--- src/rtl/ram_lsu_master.sv ---
// Load/store initiator for the data port of the dual-port RAM: word-addressed strobed writes, 1-cycle reads, lane-extracted responses.
// Optional macro RAM_LSU_BACK_TO_BACK_EN lets a new request be accepted in the cycle the previous response is consumed.
module ram_lsu_master #(
  parameter int p_ADDR_BITS = 32,
  parameter int p_DATA_BITS = 32,
  parameter int p_STRB_BITS = p_DATA_BITS / 8
) (
  input  logic                   clk,
  input  logic                   reset,
  input  logic                   req_valid,
  output logic                   req_ready,
  input  logic [p_ADDR_BITS-1:0] req_addr,
  input  logic                   req_wr,
  input  logic [1:0]             req_size,
  input  logic                   req_unsigned,
  input  logic [p_DATA_BITS-1:0] req_wdata,
  output logic                   resp_valid,
  input  logic                   resp_ready,
  output logic [p_DATA_BITS-1:0] resp_rdata,
  output logic                   resp_err,
  output logic [p_ADDR_BITS-1:0] mem_addr,
  output logic                   mem_ren,
  output logic                   mem_wen,
  output logic [p_STRB_BITS-1:0] mem_web,
  output logic [p_DATA_BITS-1:0] mem_wdata,
  input  logic [p_DATA_BITS-1:0] mem_q
);

  typedef enum logic [1:0] {IDLE, RD_WAIT, RESP} state_t;

  state_t           state;
  logic [1:0]       off_q;
  logic [1:0]       size_q;
  logic             uns_q;
  logic             issue_win;
  logic             accept;
  logic             legal;
  logic [7:0]       lane_byte;
  logic [15:0]      lane_half;
  logic [p_DATA_BITS-1:0] load_ext;

  // The request channel is open in IDLE, and also while a response is being consumed when back-to-back is enabled.
`ifdef RAM_LSU_BACK_TO_BACK_EN
  assign issue_win = (state == IDLE) || ((state == RESP) && resp_ready);
`else
  assign issue_win = (state == IDLE);
`endif

  assign req_ready = issue_win;
  assign accept    = req_valid && issue_win;

  always_comb begin
    legal = 1'b0;
    case (req_size)
      2'd0:    legal = 1'b1;
      2'd1:    legal = ~req_addr[0];
      2'd2:    legal = (req_addr[1:0] == 2'b00);
      default: legal = 1'b0;
    endcase
  end

  always_comb begin
    mem_addr  = '0;
    mem_ren   = 1'b0;
    mem_wen   = 1'b0;
    mem_web   = '0;
    mem_wdata = '0;
    if (issue_win) begin
      mem_addr = {2'b00, req_addr[p_ADDR_BITS-1:2]};
      case (req_size)
        2'd0:    mem_wdata = {4{req_wdata[7:0]}};
        2'd1:    mem_wdata = {2{req_wdata[15:0]}};
        default: mem_wdata = req_wdata;
      endcase
      if (accept && legal) begin
        mem_ren = ~req_wr;
        mem_wen = req_wr;
        if (req_wr) begin
          case (req_size)
            2'd0:    mem_web = p_STRB_BITS'(4'b0001) << req_addr[1:0];
            2'd1:    mem_web = p_STRB_BITS'(4'b0011) << req_addr[1:0];
            default: mem_web = '1;
          endcase
        end
      end
    end
  end

  assign lane_byte = mem_q[{off_q, 3'b000} +: 8];
  assign lane_half = off_q[1] ? mem_q[31:16] : mem_q[15:0];

  always_comb begin
    load_ext = mem_q;
    case (size_q)
      2'd0:    load_ext = {{24{~uns_q & lane_byte[7]}}, lane_byte};
      2'd1:    load_ext = {{16{~uns_q & lane_half[15]}}, lane_half};
      default: load_ext = mem_q;
    endcase
  end

  // A new acceptance (possible in RESP only with back-to-back) overrides the return to IDLE.
  always_ff @(posedge clk or posedge reset) begin
    if (reset) begin
      state      <= IDLE;
      resp_valid <= 1'b0;
      resp_rdata <= '0;
      resp_err   <= 1'b0;
      off_q      <= 2'b00;
      size_q     <= 2'b00;
      uns_q      <= 1'b0;
    end else begin
      case (state)
        RD_WAIT: begin
          resp_rdata <= load_ext;
          resp_err   <= 1'b0;
          resp_valid <= 1'b1;
          state      <= RESP;
        end
        default: begin
          if ((state == RESP) && resp_ready) begin
            resp_valid <= 1'b0;
            state      <= IDLE;
          end
          if (accept) begin
            if (!legal) begin
              resp_valid <= 1'b1;
              resp_err   <= 1'b1;
              resp_rdata <= '0;
              state      <= RESP;
            end else if (req_wr) begin
              resp_valid <= 1'b1;
              resp_err   <= 1'b0;
              resp_rdata <= '0;
              state      <= RESP;
            end else begin
              off_q  <= req_addr[1:0];
              size_q <= req_size;
              uns_q  <= req_unsigned;
              state  <= RD_WAIT;
            end
          end
        end
      endcase
    end
  end

endmodule

--- config.mk ---
export PLATFORM = sky130hd
export DESIGN_NAME = ram_lsu_master
export DESIGN_NICKNAME = d
export VERILOG_FILES = /design/src/rtl/ram_lsu_master.sv
export SDC_FILE = /design/constraint.sdc
export NUM_CORES = 1
export LEC_CHECK = 0
export ABC_AREA = 1
export BUFFER_PORTS_ARGS = -buffer_cell sky130_fd_sc_hd__buf_2
export CORE_UTILIZATION = 45
export CTS_CLUSTER_SIZE = 16
export DETAILED_ROUTE_END_ITERATION = 10
export HOLD_SLACK_MARGIN = 0.03
export PLACE_DENSITY = 0.88
export SLEW_MARGIN = 15
export SYNTH_ARGS = -nofsm -noshare
export SYNTH_HDL_FRONTEND = slang
export SYNTH_SLANG_ARGS = --single-unit
--- constraint.sdc ---
create_clock -name clk -period 2.5 [get_ports clk]
set_clock_uncertainty 0.15 [all_clocks]
set_input_delay 0.5 -clock clk [delete_from_list [all_inputs] [get_ports clk]]
set_output_delay 0.5 -clock clk [all_outputs]
set_load 0.005 [all_outputs]
* Yosys cells after proc, flatten, opt, wreduce, memory -nomap -nowiden
Index checks and enable logic that the tools add are counted.
** Word-level totals
- Output and inout bits :: 105
- Register bits :: 41
- Input bits :: 104
- Word-level logic and storage cells :: 65
** Operators by class
- Reductions and logical operators :: 11
- Eq/ne operators :: 6
- Bitwise logic cells :: 6
- Shift operators :: 3
- Mux-type cells :: 32
** Operators by type and width (count)
- 32-bit 2-to-1 mux :: 5
- 32-bit one-hot mux with 2 select lines :: 2
- 32-bit by 6-bit indexed part select with 8-bit output :: 1
- 30-bit 2-to-1 mux :: 1
- 16-bit 2-to-1 mux :: 1
- 1-bit 2-to-1 mux :: 13
- 4-bit 2-to-1 mux :: 3
- 2-bit 2-to-1 mux :: 5
- 2-bit zero test :: 4
- 4-bit one-hot mux with 2 select lines :: 1
- 2-bit by 1-bit equality test with 1-bit output, second input constant :: 3
- 2-bit equality test, second input constant :: 2
- 1-bit inverter :: 4
- 4-bit AND reduction :: 1
- 1-bit by 2-bit << shifter with 4-bit output, first input constant :: 1
- 2-bit by 2-bit << shifter with 4-bit output, first input constant :: 1
- 1-bit logical AND :: 3
- 3-bit by 2-bit != test with 1-bit output, second input constant :: 1
- 1-bit one-hot mux with 3 select lines :: 1
- 3-bit nonzero test :: 1
- 1-bit bitwise AND :: 2
- 2-bit AND reduction :: 1
- 2-bit nonzero test :: 1

* Depth between registers and ports, before layout
- Depth after elaboration :: 7
- Gate-level depth with buffers :: 11

* Worst setup path before layout
OpenSTA, ideal clock, no wires.
- Path kind :: input port to output port
- Start point :: input req_size[0]
- End point :: output mem_web[0]
- Setup slack :: 643 ps
- Arrival time :: 1207 ps
- Cell stages on the path :: 5
- Path buffers :: 0
- Cells stage by stage :: o21ai_0 o21ai_2 nor2_1 nand2_1 a21oi_1
** Between the ends
- Cells in the longest elaborated chain, start to end :: 5
- Elaborated cells on any way between the ends :: 9
- Those cells by class :: 2 x eq/ne; 5 x mux; 2 x reduce/logical
** RTL lines
- start: declaration :: line 14 : input logic [1:0] req_size,
- 2-bit by 1-bit equality test with 1-bit output, or another cell as far along :: line 54, 79
- 4-bit one-hot mux with 2 select lines or 1-bit one-hot mux with 3 select lines (tied branches) :: line 79, 54
- 4-bit 2-to-1 mux or 1-bit logical AND (tied branches) :: line 78, 75
- 4-bit 2-to-1 mux (*) :: line 75 : if (accept && legal) begin
- 4-bit 2-to-1 mux (*) :: line 68 : if (issue_win) begin
- end: declaration :: line 24 : output logic [p_STRB_BITS-1:0] mem_web,
Every way passes the cells marked *; elsewhere a longest branch is shown, timed or not.

* Final worst setup path
- Start point :: register state[1]
- End point :: output mem_wdata[3]
** Between the ends
- Cells in the longest elaborated chain, start to end :: 2
** RTL lines
- start: declaration :: line 31 : state_t state;
- start signal: assignment :: line 104 : state <= IDLE;
- start signal: assignment :: line 117 : state <= RESP;
- start signal: assignment :: line 122 : state <= IDLE;
- 2-bit zero test :: line 46 : assign issue_win = (state == IDLE);
- 32-bit 2-to-1 mux :: line 68
- end: declaration :: line 25 : output logic [p_DATA_BITS-1:0] mem_wdata,
No other way between the ends.

==> impl_results.md <==
* Layout cells sized above 1 at between 30% and 40%
* Max Clk Rate at 420 MHz
* Vias in the first global route at 3,651
* Post-Syn Area at 2980 um2
* CTS tree: yes
* Synth Instances at between 400 and 500
* RSZ-0062 raised after global routing: yes
* Port bufs at approximately 200
* Part of the Yosys area used for sequential elements at about 34%
* CTS Hold Bufs at 0
* Top FF cell, synth: dfrtp_1
* Nets at 798
* Final core utilization at 65.6%
* Avg Inst Size Synth at 6.07 um2
* Top cell type's share of synthesized area at between 30 and 40%
* Die X at 83.4 um
* Dpl hpwl at slightly below 9000 um
* Cells along the critical path: nor2_2, inv_1, buf_4, nor2_1, buf_2
* Clock slew at reported path FFs at approximately 0.08 ns
* Root buffer cell: clkbuf_8
* H-tree lvl count at 2
* Drt first pass iters at 6
* Post-CTS sizing at 0
* Antenna viol nets, final at 0
* Fin crit share at around 95%
* Yosys reg bits at between 40 and 50
* Cts bufs inserted at 5
* Floorplan core area at around 6400 um2
* Synth area leader: dfrtp_1
* Reg2reg start: off_q[1]
* First-pass GRT wire length at 17,400 um
* Routed length per instance at approximately 14 um
* HP Class: in2async
* Setup Viol. Count Final at 0
* Antenna violations before repair at 1
* Largest fanout on the critical path at 27
* Power density over the cells at 338 nW/um2
* Top cells by area, synth: dfrtp_1 (34%), nand2_1 (21%), nor2_1 (11%)
* CP max stage cell: dfrtp_1
* Vias per inst at roughly 5.1
* Total grt overflow at 0
* Outcome: finished, final reports clean
* Wl on met1 at 4520 um
* Most common library cells after synthesis: nand2_1 (168), nor2_1 (84), inv_1 (64)
* Synthesis Warnings at 0
* Met2 wire length at roughly 5300 um
* Full die area at between 6000 and 7000 um2
* Setup crit start kind: register
* Metal3 WL at 833 um
* Filler Cell Count at 612
* CP arrival at ~1.7 ns
* Worst-Skew Late Latency at approximately 0.29 ns
* Crit path from: state[1]
* All-Layer GR Usage at ~31%
* Max incr delay on CP at between 0.4 and 0.5 ns
* Via Count at a little under 4,000
* Rows at 29
* CP endpoint kind: output pin
* IO Pins at around 210
* Routability congestion estimate at 0.842
* Cell variety after synth at 26
* Worst EP required at approximately 1.9 ns
* Chip height at approximately 83 um
* Setup bufs post-CTS at 0
* Most frequent cell after synthesis: nand2_1
* Type of the worst setup path: reg2out
* DRC viols at 0
* DRT iter0 DRCs at 294
* Clock sinks at 41
* Asr flop ratio synth at 100%
* Max-cap viol count at 0
* Min Tclk post-route at approximately 2.4 ns
* Final Max Tran Viols at 0
* Least-Margin Pin Slew at 0.659 ns
* VDD IR max at around 0.00036 V
* Leak Pwr at between 2 and 3 nW
* Final Hold Vio Count at 0
* Area Growth Syn to Fin at 40.4%
* Highest metal layer with signal wires: met4
* Detailed Route WL at 11,000 um
* Relative slew slack at ~56%
* Largest net degree at the start of global routing at 42
* Post-synth EDFFs at 0
* Setup TNS Final at 0 ns
* Starting Density at 46.7%
* Longest Clk Path Bufs at 2
placed cells by master (no fill, tap or decap):
cell type	Yosys	routed
nand2_1	168	168
nand2_4	2	2
nand2_2	4	4
inv_8	1	1
clkbuf_8	0	5
buf_12	0	1
nor2_4	2	2
nor3_1	2	2
inv_1	64	64
nor2_1	84	84
nand3_1	19	19
nand3_4	1	1
clkinv_1	1	1
o21ai_0	37	37
a21oi_1	27	27
o21ai_2	1	1
nor2_2	2	2
bufinv_16	0	1
o22ai_1	8	8
clkinv_2	1	2
conb_1	1	2
o21ai_4	1	1
buf_2	0	206
dfrtp_1	41	41
buf_4	6	9
inv_2	2	2
nor2_8	1	1
diode_2	0	1
worst paths after layout:
path / end / slack, ns / depth (start not counted)
max: mem_wdata[3] / 0.12 / 5
max reg2reg: resp_rdata[25] / 0.47 / 9
min in group clk: uns_q / 0.27 / 3
max in group asynchronous: resp_rdata[15] / 1.67 / 3
min: resp_rdata[28] / 0.18 / 3
min reg2reg: resp_rdata[2] / 0.32 / 2
cell type report:
type	count	area, um2	area share (%)
tap	77	96.3	2.30
inverter	69	268	6.39
sequential	41	1030	24.5
clock inverter	2	35.0	0.836
multi-input combinational	361	1570	37.6
timing repair buffer	216	1120	26.7
clock buffer	5	68.8	1.64
antenna	1	2.50	0.0597
registers in the layout, indices dropped and copies added (netlist names):
name and flops:
state 2, resp_err 1, off_q 2, resp_rdata 32, size_q 2, uns_q 1, resp_valid 1
stage by stage:
stage	worst slack [ns]	hold slack (ns)	cell area (um2)	total power, mW	cells
6_report	0.122	0.179	4190	1.42	772
2_1_floorplan	0.643	0.299	2990	0.781	493
5_1_grt	-0.00236	0.227	4190	1.48	772
3_3_place_gp	0.301	0.299	4080	0.904	764
4_1_cts	0.133	0.202	4190	1.42	771
3_5_place_dp	0.259	0.305	4080	0.909	764
critical path: cells and delay by family, from the launching register on:
kind                   cells  cell delay [ns]
AND/OR/NAND/NOR            2             0.18
flip-flops                 1             0.45
buffers and inverters      3             0.80
cells by family after synthesis:
logic type / after synthesis / share of synthesized area (%)
compound gates: 74 / 13.2
buf+inv: 91 / 13.0
flops: 41 / 34.4
other cells: 1 / 0.126
simple gates: 285 / 39.2
metal layers:
layer,vias to the layer above,GRT usage [%]
met2,213,54.4
met5,-,0
met1,1773,39.0
met4,0,10.9
met3,32,5.17
li1,1901,-
report_power, final:
group          internal [mW]  leakage [nW]  total [mW]  switching, mW
clock                  0.290        0.0540       0.515          0.225
sequential             0.670         0.463       0.674        0.00373
combinational         0.0962          2.16       0.226          0.130
No activity file was read; power rests on OpenSTA's default activity.
